### src/rtl/dcache_pkg.sv
// Shared types and constants for the D-cache responder slice.
package dcache_pkg;

    // Responder FSM states.
    typedef enum logic [2:0] {
        IDLE  = 3'd0,
        ISSUE = 3'd1,
        WAIT  = 3'd2,
        DRAIN = 3'd3,
        DONE  = 3'd4
    } dcache_resp_state_e;

    // Request type encoding carried in bit 0 of the arbiter's selected_type.
    localparam logic REQ_LOAD  = 1'b0;
    localparam logic REQ_STORE = 1'b1;

    // Width of a port index; a single-port build still gets one bit.
    function automatic int sel_width(input int num_ports);
        return (num_ports > 1) ? $clog2(num_ports) : 1;
    endfunction

endpackage

### src/rtl/dcache_responder_if.sv
// Arbiter-side and memory-side signal bundle of the D-cache responder.
//
// Handshakes:
//   - Arbiter side: the arbiter presents a request with grant != 0.
//     The responder takes it only while resp_ready is 1.
//     resp_done is a one-cycle pulse that closes the request.
//   - Memory request: a transfer happens on a cycle with
//     mem_req_valid && mem_req_ready.
//     While mem_req_valid is high, we/addr/wdata are stable.
//   - Memory response: mem_resp_valid has no ready.
//     The responder always consumes it, except in IDLE, where it is dropped.
interface dcache_responder_if
#(
    parameter int NUM_PORTS  = 2,
    parameter int PORT_WIDTH = 1,
    parameter int ADDR_WIDTH = 32,
    parameter int DATA_WIDTH = 32
);
    import dcache_pkg::*;

    localparam int SEL_W = sel_width(NUM_PORTS);

    logic [NUM_PORTS-1:0]            grant;
    logic [SEL_W-1:0]                selected_port;
    logic [PORT_WIDTH-1:0]           selected_type;
    logic [NUM_PORTS*ADDR_WIDTH-1:0] req_addr;
    logic [NUM_PORTS*DATA_WIDTH-1:0] req_wdata;
    logic [NUM_PORTS-1:0]            req_abort;
    logic                            resp_ready;
    logic                            resp_done;
    logic                            mem_req_valid;
    logic                            mem_req_ready;
    logic                            mem_req_we;
    logic [ADDR_WIDTH-1:0]           mem_req_addr;
    logic [DATA_WIDTH-1:0]           mem_req_wdata;
    logic                            mem_resp_valid;
    logic [DATA_WIDTH-1:0]           mem_resp_rdata;
    logic [NUM_PORTS-1:0]            port_resp_valid;
    logic [DATA_WIDTH-1:0]           port_resp_rdata;
    logic                            port_resp_err;

    // Responder view.
    modport slave (
        input  grant, selected_port, selected_type, req_addr, req_wdata, req_abort,
        input  mem_req_ready, mem_resp_valid, mem_resp_rdata,
        output resp_ready, resp_done, mem_req_valid, mem_req_we, mem_req_addr,
        output mem_req_wdata, port_resp_valid, port_resp_rdata, port_resp_err
    );

    // Arbiter/memory view.
    modport master (
        output grant, selected_port, selected_type, req_addr, req_wdata, req_abort,
        output mem_req_ready, mem_resp_valid, mem_resp_rdata,
        input  resp_ready, resp_done, mem_req_valid, mem_req_we, mem_req_addr,
        input  mem_req_wdata, port_resp_valid, port_resp_rdata, port_resp_err
    );

endinterface

### src/rtl/dcache_resp_timer.sv
// Saturating WAIT-phase timer.
// expired is high once LIMIT-1 has been reached.
module dcache_resp_timer
#(
    parameter int LIMIT = 255
)
(
    input  logic clk,
    input  logic rst,
    input  logic clear,
    input  logic enable,
    output logic expired
);
    localparam int            W    = $clog2(LIMIT + 1);
    localparam logic [W-1:0]  LAST = W'(LIMIT - 1);
    localparam logic [W-1:0]  MAX  = '1;

    logic [W-1:0] count;

    // Count enabled cycles; stop at all-ones so the count never wraps.
    always_ff @(posedge clk) begin
        if (rst || clear) begin
            count <= '0;
        end else if (enable && (count != MAX)) begin
            count <= count + W'(1);
        end
    end

    assign expired = (count >= LAST);

endmodule

### src/rtl/dcache_responder.sv
// D-cache responder.
// Turns one arbiter grant into one memory transaction and returns the
// result to the granted port. It also handles aborts and memory timeouts.
module dcache_responder
    import dcache_pkg::*;
#(
    parameter int NUM_PORTS      = 2,
    parameter int PORT_WIDTH     = 1,
    parameter int ADDR_WIDTH     = 32,
    parameter int DATA_WIDTH     = 32,
    parameter int TIMEOUT_CYCLES = 255
)
(
    input  logic               clk,
    input  logic               rst,
    dcache_responder_if.slave  bus,
    output dcache_resp_state_e state_dbg
);
    localparam int SEL_W = sel_width(NUM_PORTS);

    dcache_resp_state_e     state;
    logic [SEL_W-1:0]       port_q;
    logic                   we_q;
    logic [ADDR_WIDTH-1:0]  addr_q;
    logic [DATA_WIDTH-1:0]  wdata_q;
    logic                   ready_q;
    logic                   done_q;
    logic                   mvalid_q;
    logic [NUM_PORTS-1:0]   prv_q;
    logic [DATA_WIDTH-1:0]  rdata_q;
    logic                   err_q;

    logic [ADDR_WIDTH-1:0]  sel_addr;
    logic [DATA_WIDTH-1:0]  sel_wdata;
    logic [NUM_PORTS-1:0]   port_onehot;
    logic                   abort_hit;
    logic                   timer_expired;

    // Select the granted port's address/data, and decode the latched owner
    // as a one-hot vector.
    always_comb begin
        sel_addr    = '0;
        sel_wdata   = '0;
        port_onehot = '0;
        for (int p = 0; p < NUM_PORTS; p++) begin
            if (bus.selected_port == SEL_W'(p)) begin
                sel_addr  = bus.req_addr[p*ADDR_WIDTH +: ADDR_WIDTH];
                sel_wdata = bus.req_wdata[p*DATA_WIDTH +: DATA_WIDTH];
            end
            port_onehot[p] = (port_q == SEL_W'(p));
        end
    end

    // Only the owning port's abort line matters.
    assign abort_hit = |(bus.req_abort & port_onehot);

    dcache_resp_timer #(.LIMIT(TIMEOUT_CYCLES)) u_timer (
        .clk     (clk),
        .rst     (rst),
        .clear   ((state == ISSUE) && bus.mem_req_ready),
        .enable  (state == WAIT),
        .expired (timer_expired)
    );

    // Transaction FSM; every output is registered alongside the state.
    always_ff @(posedge clk) begin
        if (rst) begin
            state    <= IDLE;
            port_q   <= '0;
            we_q     <= REQ_LOAD;
            addr_q   <= '0;
            wdata_q  <= '0;
            ready_q  <= 1'b1;
            done_q   <= 1'b0;
            mvalid_q <= 1'b0;
            prv_q    <= '0;
            rdata_q  <= '0;
            err_q    <= 1'b0;
        end else begin
            case (state)
                IDLE: begin
                    if (|bus.grant) begin
                        port_q   <= bus.selected_port;
                        we_q     <= bus.selected_type[0];
                        addr_q   <= sel_addr;
                        wdata_q  <= sel_wdata;
                        mvalid_q <= 1'b1;
                        ready_q  <= 1'b0;
                        state    <= ISSUE;
                    end
                end
                ISSUE: begin
                    if (bus.mem_req_ready) begin
                        // Handshake done: the request is committed even if
                        // an abort arrives in this same cycle.
                        mvalid_q <= 1'b0;
                        state    <= abort_hit ? DRAIN : WAIT;
                    end else if (abort_hit) begin
                        mvalid_q <= 1'b0;
                        ready_q  <= 1'b1;
                        state    <= IDLE;
                    end
                end
                WAIT: begin
                    if (abort_hit) begin
                        if (bus.mem_resp_valid) begin
                            ready_q <= 1'b1;
                            state   <= IDLE;
                        end else begin
                            state   <= DRAIN;
                        end
                    end else if (bus.mem_resp_valid) begin
                        rdata_q <= (we_q == REQ_STORE) ? '0 : bus.mem_resp_rdata;
                        err_q   <= 1'b0;
                        done_q  <= 1'b1;
                        prv_q   <= port_onehot;
                        state   <= DONE;
                    end else if (timer_expired) begin
                        rdata_q <= '0;
                        err_q   <= 1'b1;
                        done_q  <= 1'b1;
                        prv_q   <= port_onehot;
                        state   <= DONE;
                    end
                end
                DONE: begin
                    done_q  <= 1'b0;
                    prv_q   <= '0;
                    rdata_q <= '0;
                    err_q   <= 1'b0;
                    ready_q <= 1'b1;
                    state   <= IDLE;
                end
                DRAIN: begin
                    if (bus.mem_resp_valid) begin
                        ready_q <= 1'b1;
                        state   <= IDLE;
                    end
                end
                default: begin
                    done_q   <= 1'b0;
                    prv_q    <= '0;
                    mvalid_q <= 1'b0;
                    ready_q  <= 1'b1;
                    state    <= IDLE;
                end
            endcase
        end
    end

    assign bus.resp_ready      = ready_q;
    assign bus.resp_done       = done_q;
    assign bus.mem_req_valid   = mvalid_q;
    assign bus.mem_req_we      = we_q;
    assign bus.mem_req_addr    = addr_q;
    assign bus.mem_req_wdata   = wdata_q;
    assign bus.port_resp_valid = prv_q;
    assign bus.port_resp_rdata = rdata_q;
    assign bus.port_resp_err   = err_q;
    assign state_dbg           = state;

endmodule

### src/flat_wrapper.sv
// flat-port wrapper written by rule: the top's interface ports become plain ports
module dcache_responder_flat import dcache_pkg::*;
#(
    parameter int NUM_PORTS      = 2,
    parameter int PORT_WIDTH     = 1,
    parameter int ADDR_WIDTH     = 32,
    parameter int DATA_WIDTH     = 32,
    parameter int TIMEOUT_CYCLES = 255
)
  (clk, rst, state_dbg, bus_grant, bus_selected_port, bus_selected_type, bus_req_addr, bus_req_wdata, bus_req_abort, bus_mem_req_ready, bus_mem_resp_valid, bus_mem_resp_rdata, bus_resp_ready, bus_resp_done, bus_mem_req_valid, bus_mem_req_we, bus_mem_req_addr, bus_mem_req_wdata, bus_port_resp_valid, bus_port_resp_rdata, bus_port_resp_err);
  dcache_responder_if #(.NUM_PORTS(NUM_PORTS), .PORT_WIDTH(PORT_WIDTH), .ADDR_WIDTH(ADDR_WIDTH), .DATA_WIDTH(DATA_WIDTH)) bus_i ();
  input  logic clk;
  input  logic rst;
  output dcache_resp_state_e state_dbg;
  input wire logic [$bits(bus_i.grant)-1:0] bus_grant;
  input wire logic [$bits(bus_i.selected_port)-1:0] bus_selected_port;
  input wire logic [$bits(bus_i.selected_type)-1:0] bus_selected_type;
  input wire logic [$bits(bus_i.req_addr)-1:0] bus_req_addr;
  input wire logic [$bits(bus_i.req_wdata)-1:0] bus_req_wdata;
  input wire logic [$bits(bus_i.req_abort)-1:0] bus_req_abort;
  input wire logic [$bits(bus_i.mem_req_ready)-1:0] bus_mem_req_ready;
  input wire logic [$bits(bus_i.mem_resp_valid)-1:0] bus_mem_resp_valid;
  input wire logic [$bits(bus_i.mem_resp_rdata)-1:0] bus_mem_resp_rdata;
  output wire logic [$bits(bus_i.resp_ready)-1:0] bus_resp_ready;
  output wire logic [$bits(bus_i.resp_done)-1:0] bus_resp_done;
  output wire logic [$bits(bus_i.mem_req_valid)-1:0] bus_mem_req_valid;
  output wire logic [$bits(bus_i.mem_req_we)-1:0] bus_mem_req_we;
  output wire logic [$bits(bus_i.mem_req_addr)-1:0] bus_mem_req_addr;
  output wire logic [$bits(bus_i.mem_req_wdata)-1:0] bus_mem_req_wdata;
  output wire logic [$bits(bus_i.port_resp_valid)-1:0] bus_port_resp_valid;
  output wire logic [$bits(bus_i.port_resp_rdata)-1:0] bus_port_resp_rdata;
  output wire logic [$bits(bus_i.port_resp_err)-1:0] bus_port_resp_err;
  assign bus_i.grant = bus_grant;
  assign bus_i.selected_port = bus_selected_port;
  assign bus_i.selected_type = bus_selected_type;
  assign bus_i.req_addr = bus_req_addr;
  assign bus_i.req_wdata = bus_req_wdata;
  assign bus_i.req_abort = bus_req_abort;
  assign bus_i.mem_req_ready = bus_mem_req_ready;
  assign bus_i.mem_resp_valid = bus_mem_resp_valid;
  assign bus_i.mem_resp_rdata = bus_mem_resp_rdata;
  assign bus_resp_ready = bus_i.resp_ready;
  assign bus_resp_done = bus_i.resp_done;
  assign bus_mem_req_valid = bus_i.mem_req_valid;
  assign bus_mem_req_we = bus_i.mem_req_we;
  assign bus_mem_req_addr = bus_i.mem_req_addr;
  assign bus_mem_req_wdata = bus_i.mem_req_wdata;
  assign bus_port_resp_valid = bus_i.port_resp_valid;
  assign bus_port_resp_rdata = bus_i.port_resp_rdata;
  assign bus_port_resp_err = bus_i.port_resp_err;
  dcache_responder #(.NUM_PORTS(NUM_PORTS), .PORT_WIDTH(PORT_WIDTH), .ADDR_WIDTH(ADDR_WIDTH), .DATA_WIDTH(DATA_WIDTH), .TIMEOUT_CYCLES(TIMEOUT_CYCLES)) u_core (.clk(clk), .rst(rst), .bus(bus_i), .state_dbg(state_dbg));
endmodule
### config.mk
export PLATFORM = sky130hd
export DESIGN_NAME = dcache_responder_flat
export DESIGN_NICKNAME = d
export VERILOG_FILES = /design/src/rtl/dcache_pkg.sv /design/src/rtl/dcache_responder_if.sv /design/src/rtl/dcache_resp_timer.sv /design/src/rtl/dcache_responder.sv /design/src/flat_wrapper.sv
export SDC_FILE = /design/constraint.sdc
export NUM_CORES = 1
export LEC_CHECK = 0
export CAP_MARGIN = 20
export CORE_ASPECT_RATIO = 0.8
export CORE_MARGIN = 2
export CORE_UTILIZATION = 41
export CTS_BUF_LIST = sky130_fd_sc_hd__clkbuf_2 sky130_fd_sc_hd__clkbuf_4 sky130_fd_sc_hd__clkbuf_8
export CTS_CLUSTER_DIAMETER = 100
export DETAILED_ROUTE_END_ITERATION = 6
export PLACE_DENSITY_LB_ADDON = 0.08
export SYNTH_ARGS = -nofsm -noshare
export SYNTH_HDL_FRONTEND = slang
export SYNTH_SLANG_ARGS = --single-unit
export TNS_END_PERCENT = 30
### constraint.sdc
create_clock -name clk -period 2.4 [get_ports clk]
set_input_delay 0.36 -clock clk [delete_from_list [all_inputs] [get_ports clk]]
set_output_delay 0.36 -clock clk [all_outputs]
set_load 0.03 [all_outputs]
==> results.toml, run 1 <==
[status]
outcome = "completed"

[critical_path]
path_cells = "clkdlybuf4s50_1"
crit_family = "buffers and inverters"
cp_max_fo = 14
cp-start-kind = "flip-flop"
critPathSlowestCell = "clkdlybuf4s50_1"
crit_buf_inv = 1
end_kind = "output pin"
critPathMaxStageDelay_ps = 780
arrival_ps = 1900
path_class = "reg -> out"
crit_required_ps = 2040

[placed_design]
hpwl_mm = 11.8
dpl-instance-area_um2 = 8130
port_buffers = 275
finalWeightedCongestion = 0.849

[logic_synthesis]
syn_inst = 546
synth_common_cells = "115 x dfxtp_1, 98 x mux2i_1, 77 x nor2_1"
async_flop_share_pct = 0
netlist_top_cells_area = "dfxtp_1 44%, mux2i_1 19%, a211oi_1 9.8%"
synth_most_common_cell = "dfxtp_1"
yosys_warnings = 0
netlist_area_um2 = 5280
ys_seq_area_share_pct = 43.6
ys_types = 49
syn_area_per_cell_um2 = 9.68
yosysTopAreaCell = "dfxtp_1"
synth-seq-cells = 115
synth.net_count = 718
synth-edff-count = 0
synth_top_area_share_pct = 43.6
ys.flop_type = "dfxtp_1"

[routing]
postRouteAntennaNets = 0
num_vias = 4942
first_iter_violations = 223
viasPerCell = 4.97
drc = 0
routed_wl_mm = 15.7
wire_per_inst_um = 15.8
first_pass_iters = 5

[grt]
grt.busiest_layer = "met2"
met2_usage_pct = 39.0
grt_max_degree = 57
grt_pass1_vias = 4983
track_usage_pct = 23.5
grtUsageMet3_pct = 9.54
grt-ovfl-total = 0
antenna_found_initial = 0
grt_util_met1_pct = 26.6
grt_pass1_wl_mm = 24.9

[sta]
final.setup.tns_ps = 0
post-route-period-util_pct = 94.3
clock.fmax_mhz = 442
period_needed_ps = 2260
finalMaxSlewViolations = 0
finalSetupViolCount = 0
rsz0062_at_grt = "false"
finalHoldViolations = 0
tightest_slew_ps = 612
fin_worst_skew_ps = 7.76
relSlewSlack_pct = 59.2

[layout]
syn_to_final_growth_pct = 61.4
fillers = 993
fin_area_um2 = 8520
diodes = 0
final_nets = 979
drive_above_1_share_pct = 6.96

[clocking]
cts.hold.buffers_added = 0
cts-resized-gates = 0
clock_latency_ps = 440
clk_pin_slew_worst_paths_ps = 60
cts_buffer_depth = 2
numCtsBuffers = 17
cts-htree-levels = 4
clock_sinks = 115
cts_tree = "done"
postCtsSetupBuffers = 0
clockRootBuffer = "clkbuf_8"

[power]
powerDensity_nw_per_um2 = 711
peakVddDrop_v = 0.000418
p_leak_nw = 3.26

[floorplanning]
placementRows = 37
core_um2 = 12700
fp.dieArea_um2 = 13800
die_h_um = 106
initial_core_util_pct = 41.5
ioPinCount = 276
die_x_um = 131

[min_path]
hp-class = "in -> reg"

[job]
drv_cap = 0
final cells by class:
| cell class | count | area (µm²) | share of cell area (%) |
|---|---|---|---|
| repair buffers | 285 | 2890 | 33.8 |
| multi-input cells | 383 | 2710 | 31.8 |
| flip-flops and latches | 115 | 2300 | 27.0 |
| clock buffers | 27 | 347 | 4.07 |
| well taps | 175 | 219 | 2.57 |
| clock inverters | 4 | 45.0 | 0.528 |
| inverters | 5 | 18.8 | 0.220 |
final timing paths:
path                             start                        endpoint  slack, ps  depth (start not counted)
hold reg to reg   u_core.bus.resp_done            u_core.bus.resp_done        460                          1
setup reg to reg   u_core.state_dbg[1]  u_core.bus.port_resp_rdata[26]        490                          5
hold / removal                     rst  u_core.bus.port_resp_rdata[17]        410                          3
setup / recovery   u_core.state_dbg[2]                    state_dbg[2]        140                          1
sequential cells by signal, indices dropped and copies added, names as in the netlist:
name                        flops
u_core.bus.mem_req_addr        32
u_core.bus.mem_req_valid        1
u_core.bus.mem_req_wdata       32
u_core.bus.mem_req_we           1
u_core.bus.port_resp_err        1
u_core.bus.port_resp_rdata     32
u_core.bus.port_resp_valid      2
u_core.bus.resp_done            1
u_core.bus.resp_ready           1
u_core.port_q                   1
u_core.state_dbg                3
u_core.u_timer.count            8
power by group:
| group | switching (mW) | total [mW] | leakage (nW) | internal, mW |
|---|---|---|---|---|
| Sequential | 0.154 | 2.30 | 0.944 | 2.14 |
| Combinational | 1.06 | 2.00 | 2.10 | 0.942 |
| Clock | 0.741 | 1.76 | 0.210 | 1.02 |
cell usage in the layout (no fill, tap or decap), types with 2 or more instances in the layout:
| cell type | instances |
|---|---|
| a211oi_1 | 69 |
| a21o_1 | 4 |
| a21oi_1 | 6 |
| a22o_1 | 2 |
| a31oi_1 | 2 |
| and2_4 | 2 |
| and3_1 | 2 |
| buf_12 | 5 |
| buf_4 | 7 |
| clkbuf_4 | 4 |
| clkbuf_8 | 23 |
| clkdlybuf4s50_1 | 273 |
| clkinv_2 | 3 |
| dfxtp_1 | 115 |
| ha_1 | 2 |
| inv_1 | 5 |
| mux2i_1 | 98 |
| nand2_1 | 41 |
| nand2b_1 | 33 |
| nand4_1 | 3 |
| nor2_1 | 77 |
| nor2b_1 | 2 |
| nor3_1 | 3 |
| o211a_1 | 2 |
| o211ai_1 | 3 |
| o21ai_0 | 3 |
| xnor2_1 | 3 |
| xor2_1 | 3 |
worst register-to-register path, delay by kind of cell (launching register included):
family	cells	cell delay (ps)
AO/OA/AOI/OAI	1	140
buffers and inverters	1	240
AND/OR/NAND/NOR	2	610
flip-flops	1	590
multiplexers	1	250
through the flow:
| stage | instances | hold WS [ps] | worst slack, ps | power, mW | utilization [%] |
|---|---|---|---|---|---|
| 6_report | 994 | 412 | 137 | 6.06 | 67.0 |
| 5_1_grt | 994 | 402 | 14.3 | 6.38 | 67.0 |
| 4_1_cts | 994 | 372 | 97.6 | 6.13 | 67.0 |
| 3_5_place_dp | 963 | 454 | 317 | 4.35 | 63.9 |
| 3_3_place_gp | 963 | 442 | 412 | 4.31 | 63.9 |
| 2_1_floorplan | 546 | 463 | 645 | 3.45 | - |
logic make-up after synthesis:
| group | share of synthesized area, % |
|---|---|
| buffers and inverters | 5.23 |
| flip-flops | 43.6 |
| AND/OR/NAND/NOR | 16.4 |
| XOR/XNOR | 0.995 |
| adder cells (fa/ha/maj) | 0.474 |
| AO/OA/AOI/OAI | 14.5 |
| multiplexers | 18.8 |
metal layers:
| layer | routed length [µm] | vias up |
|---|---|---|
| met3 | 1290 | 26 |
| li1 | - | 2468 |
| met2 | 7830 | 169 |
| met1 | 6230 | 2279 |
| met5 | 0 | - |
| met4 | 323 | 0 |
Note: power is estimated with default switching activity, not from simulation.
==> inputs of run 2 (changes only) <==
Settings changed: GPL_TIMING_DRIVEN from default to 0.
==> results.toml, run 2 (same netlist as run 1, synthesis figures left out) <==
[critical_path]
critPathMaxStageDelay_ps = 730
arrival_ps = 1680
r2r_cells = 6
cp-start-kind = "flip-flop"
end_kind = "output pin"
timing.rr.end = "u_core.bus.port_resp_rdata[12]"
r2r_setup_slack_ps = 530
path_class = "reg -> out"
cp_max_fo = 6
r2r-start = "u_core.port_q"
startpoint = "u_core.state_dbg[0]"
crit_family = "buffers and inverters"
critPathCapture = "state_dbg[0]"
path_depth = 1
crit_buf_inv = 1
critPathSlowestCell = "clkdlybuf4s50_1"
crit_required_ps = 2040
path_cells = "clkdlybuf4s50_1"

[layout]
final_common_cell = "clkdlybuf4s50_1"
syn_to_final_growth_pct = 64.4
drive_above_1_share_pct = 7.65
diodes = 0
final_cells = 1025
mostFrequentLayoutCells = "273 x clkdlybuf4s50_1, 115 x dfxtp_1, 98 x mux2i_1, 77 x nor2_1, 69 x a211oi_1"
final_nets = 1010

[floorplanning]
placementRows = 37
die_h_um = 106
ioPinCount = 276
fp.dieArea_um2 = 13800
core_um2 = 12700
initial_core_util_pct = 41.5
die_x_um = 131

[clocking]
clock_latency_ps = 440
numCtsBuffers = 17
cts_buffer_depth = 2
cts.hold.buffers_added = 0
cts-htree-levels = 4
clockRootBuffer = "clkbuf_8"
postCtsSetupBuffers = 0
cts-resized-gates = 0
clk_pin_slew_worst_paths_ps = 60
clock_sinks = 115
cts_tree = "done"

[status]
outcome = "completed"

[power]
peakVddDrop_v = 0.000381
p_leak_nw = 3.33
powerDensity_nw_per_um2 = 735

[routing]
routed_wl_mm = 16.6
drc = 0
wire_per_inst_um = 16.2
num_vias = 5095
first_pass_iters = 5
viasPerCell = 4.97
first_iter_violations = 232
postRouteAntennaNets = 0

[grt]
track_usage_pct = 24.5
grt_max_degree = 17
grt_pass1_wl_mm = 26.0
grt.busiest_layer = "met2"
grt-ovfl-total = 0
grt_util_met1_pct = 27.6
met2_usage_pct = 42.5
grtUsageMet3_pct = 8.43
antenna_found_initial = 0
grt_pass1_vias = 5123

[sta]
rsz0062_at_grt = "false"
finalHoldViolations = 0
period_needed_ps = 2040
finalMaxSlewViolations = 0
relSlewSlack_pct = 55.0
clock.fmax_mhz = 490
post-route-period-util_pct = 85.0
fin_worst_skew_ps = 13.6
final.setup.tns_ps = 0
tightest_slew_ps = 675
finalSetupViolCount = 0

[min_path]
hp-class = "in -> reg"

[placed_design]
hpwl_mm = 13.1
port_buffers = 273
dp_cells = 994
finalWeightedCongestion = 0.777

[job]
drv_cap = 0
## run 2: changes by cell type in the layout (fill, tap and decap cells not counted), moves of 2 or more
cell / change
clkbuf_4: -3
buf_2: +11
bufinv_16: +3
buf_12: -2
clkbuf_1: +21
clkbuf_8: -2
## run 2: worst min path at each step
stage,end,depth (start not counted),startpoint
global route,u_core.bus.mem_req_wdata[2],3,bus_selected_port
CTS,u_core.bus.mem_req_wdata[2],3,bus_selected_port
finish,u_core.bus.mem_req_wdata[2],3,bus_selected_port
global placement,u_core.bus.resp_done,1,u_core.bus.resp_done
detailed placement,u_core.bus.port_resp_rdata[1],2,u_core.bus.port_resp_rdata[1]
floorplan,u_core.bus.port_resp_err,1,bus_mem_resp_valid
## run 2: per-stage QoR
stage / area [µm²] / setup WS, ps / power (mW) / hold slack (ps) / util, %
after floorplan: 5280 / 645 / 3.45 / 463 / -
after global placement: 8230 / 339 / 4.35 / 438 / 64.7
after detailed placement: 8230 / 304 / 4.39 / 462 / 64.7
after CTS: 8680 / 341 / 6.43 / 434 / 68.2
after global routing: 8680 / 304 / 6.67 / 455 / 68.2
final: 8680 / 359 / 6.38 / 463 / 68.2
## run 2: final cells by class
cell class / count / area (µm²)
inverters: 5 / 18.8
clock buffers: 22 / 297
clock inverters: 9 / 151
flip-flops and latches: 115 / 2300
fillers: 1008 / 4050
repair buffers: 273 / 2730
plain buffers: 43 / 258
well taps: 175 / 219
multi-input cells: 383 / 2700
## run 2: power breakdown
group	internal [mW]	switching [mW]	leakage (nW)	total (mW)
Combinational	0.945	1.12	2.16	2.07
Clock	1.24	0.789	0.228	2.03
Sequential	2.14	0.141	0.944	2.28
Total	4.33	2.05	3.33	6.38
## run 2: worst min-delay path, cell delays in order
cell,delay [ps]
buf_2,210
mux2i_1,190
a211oi_1,80
## run 2: layer usage
layer	routed length, µm	share of wire [%]	vias to the layer above
met4	282	1.7	0
met3	1300	7.8	23
met2	8410	51	168
met1	6640	40	2387
met5	0	0	-
li1	-	-	2517
==> inputs of run 3 (changes only) <==
Clock period 2.4 ns to 1.93 ns, I/O delays scaled along.
==> results.toml, run 3 (same netlist as run 1, synthesis figures left out) <==
[status]
outcome = "completed"

[min_path]
hp-class = "in -> reg"
hold_end = "u_core.bus.mem_req_wdata[2]"
whs_path_depth = 3
hp-start = "bus_selected_port"

[layout]
syn_to_final_growth_pct = 64.5
fin_area_um2 = 8690
utilization_pct = 68.3
final_common_cell = "clkdlybuf4s50_1"
final_nets = 1010
mostFrequentLayoutCells = "271 x clkdlybuf4s50_1, 114 x dfxtp_1, 97 x mux2i_1, 77 x nor2_1, 69 x a211oi_1"
diodes = 0
drive_above_1_share_pct = 8.12

[routing]
viasPerCell = 4.99
postRouteAntennaNets = 0
drc = 0
num_vias = 5111
wire_per_inst_um = 16.3
first_iter_violations = 214
first_pass_iters = 5
routed_wl_mm = 16.7

[clocking]
numCtsBuffers = 17
clock_sinks = 115
clk_pin_slew_worst_paths_ps = 60
cts-htree-levels = 4
cts_buffer_depth = 2
cts_tree = "done"
clockRootBuffer = "clkbuf_8"
cts.hold.buffers_added = 0
clock_latency_ps = 440

[placed_design]
port_buffers = 273
finalWeightedCongestion = 0.777
dpl-instance-area_um2 = 8230
hpwl_mm = 13.1

[critical_path]
cp-start-kind = "flip-flop"
arrival_ps = 1570
r2r_cells = 6
r2r-start = "u_core.state_dbg[1]"
crit_family = "buffers and inverters"
critPathSlowestCell = "clkdlybuf4s50_1"
r2r_setup_slack_ps = 140
path_class = "reg -> out"
path_cells = "clkdlybuf4s50_1"
end_kind = "output pin"
cp_max_fo = 3
timing.rr.end = "u_core.bus.mem_req_addr[26]"
critPathMaxStageDelay_ps = 730
crit_required_ps = 1640
crit_buf_inv = 1

[grt]
antenna_found_initial = 0
grt_pass1_wl_mm = 26.0
grt_pass1_vias = 5123
track_usage_pct = 24.5
grt_max_degree = 17
grt-ovfl-total = 0

[power]
powerDensity_nw_per_um2 = 914
p_leak_nw = 3.36
peakVddDrop_v = 0.000475

[sta]
tightest_slew_ps = 677
rsz0062_at_grt = "false"
whs_ps = 398
period_needed_ps = 1860
finalHoldViolations = 0
post-route-period-util_pct = 96.4
fin_worst_skew_ps = 13.0
finalMaxSlewViolations = 0
finalSetupViolCount = 0
clock.fmax_mhz = 538
relSlewSlack_pct = 54.9

[floorplanning]
placementRows = 37
fp.dieArea_um2 = 13800
core_um2 = 12700
die_x_um = 131
initial_core_util_pct = 41.5
ioPinCount = 276
die_h_um = 106

[job]
drv_cap = 0
## run 3: worst max path at each step
| stage | cells after the start | to | slack [ps] | from |
|---|---|---|---|---|
| after floorplan | 7 | u_core.bus.port_resp_rdata[0] | 180 | u_core.state_dbg[1] |
| after global placement | 6 | u_core.bus.mem_req_addr[14] | -60 | bus_grant[1] |
| final | 1 | bus_mem_req_we | 70 | u_core.bus.mem_req_we |
| after global routing | 5 | u_core.bus.port_resp_rdata[11] | 6 | u_core.state_dbg[0] |
| after CTS | 1 | state_dbg[2] | 7 | u_core.state_dbg[2] |
| after detailed placement | 7 | u_core.bus.port_resp_rdata[12] | -100 | bus_req_abort[1] |
## run 3: report_power, final
part / total, mW / switching, mW / internal, mW
registers: 2.84 / 0.175 / 2.66
clock network: 2.53 / 0.980 / 1.55
logic: 2.57 / 1.40 / 1.18
## run 3: stage by stage
stage	power [mW]	instances	setup slack [ps]	TNS, ps
after floorplan	4.29	546	175	0
after global placement	5.41	994	-60.5	-1870
after detailed placement	5.46	994	-95.3	-3840
after CTS	7.99	1025	6.85	0
after global routing	8.29	1025	5.77	0
final	7.94	1025	69.6	0
## run 3: area by class of cell
class / instances / area, µm²
Fill cell: 1012 / 4040
Timing Repair Buffer: 273 / 2730
Multi-Input combinational cell: 383 / 2710
Sequential cell: 115 / 2300
Clock buffer: 22 / 297
Buffer: 43 / 260
Tap cell: 175 / 219
Clock inverter: 9 / 151
Inverter: 5 / 18.8
## run 3: what timing repair did
item	4_1_cts	5_1_grt
endpoints found under the setup margin	1	47
buffers inserted	0	0
gates resized for setup	1	7
endpoints found under the hold margin	0	0
## run 3: per-layer routing
metal | vias up | GRT usage, % | wire length (µm)
met5 | - | 0 | 0
met4 | 0 | 8.74 | 230
met3 | 17 | 8.43 | 1210
met2 | 167 | 42.5 | 8510
met1 | 2408 | 27.6 | 6720
li1 | 2519 | - | -
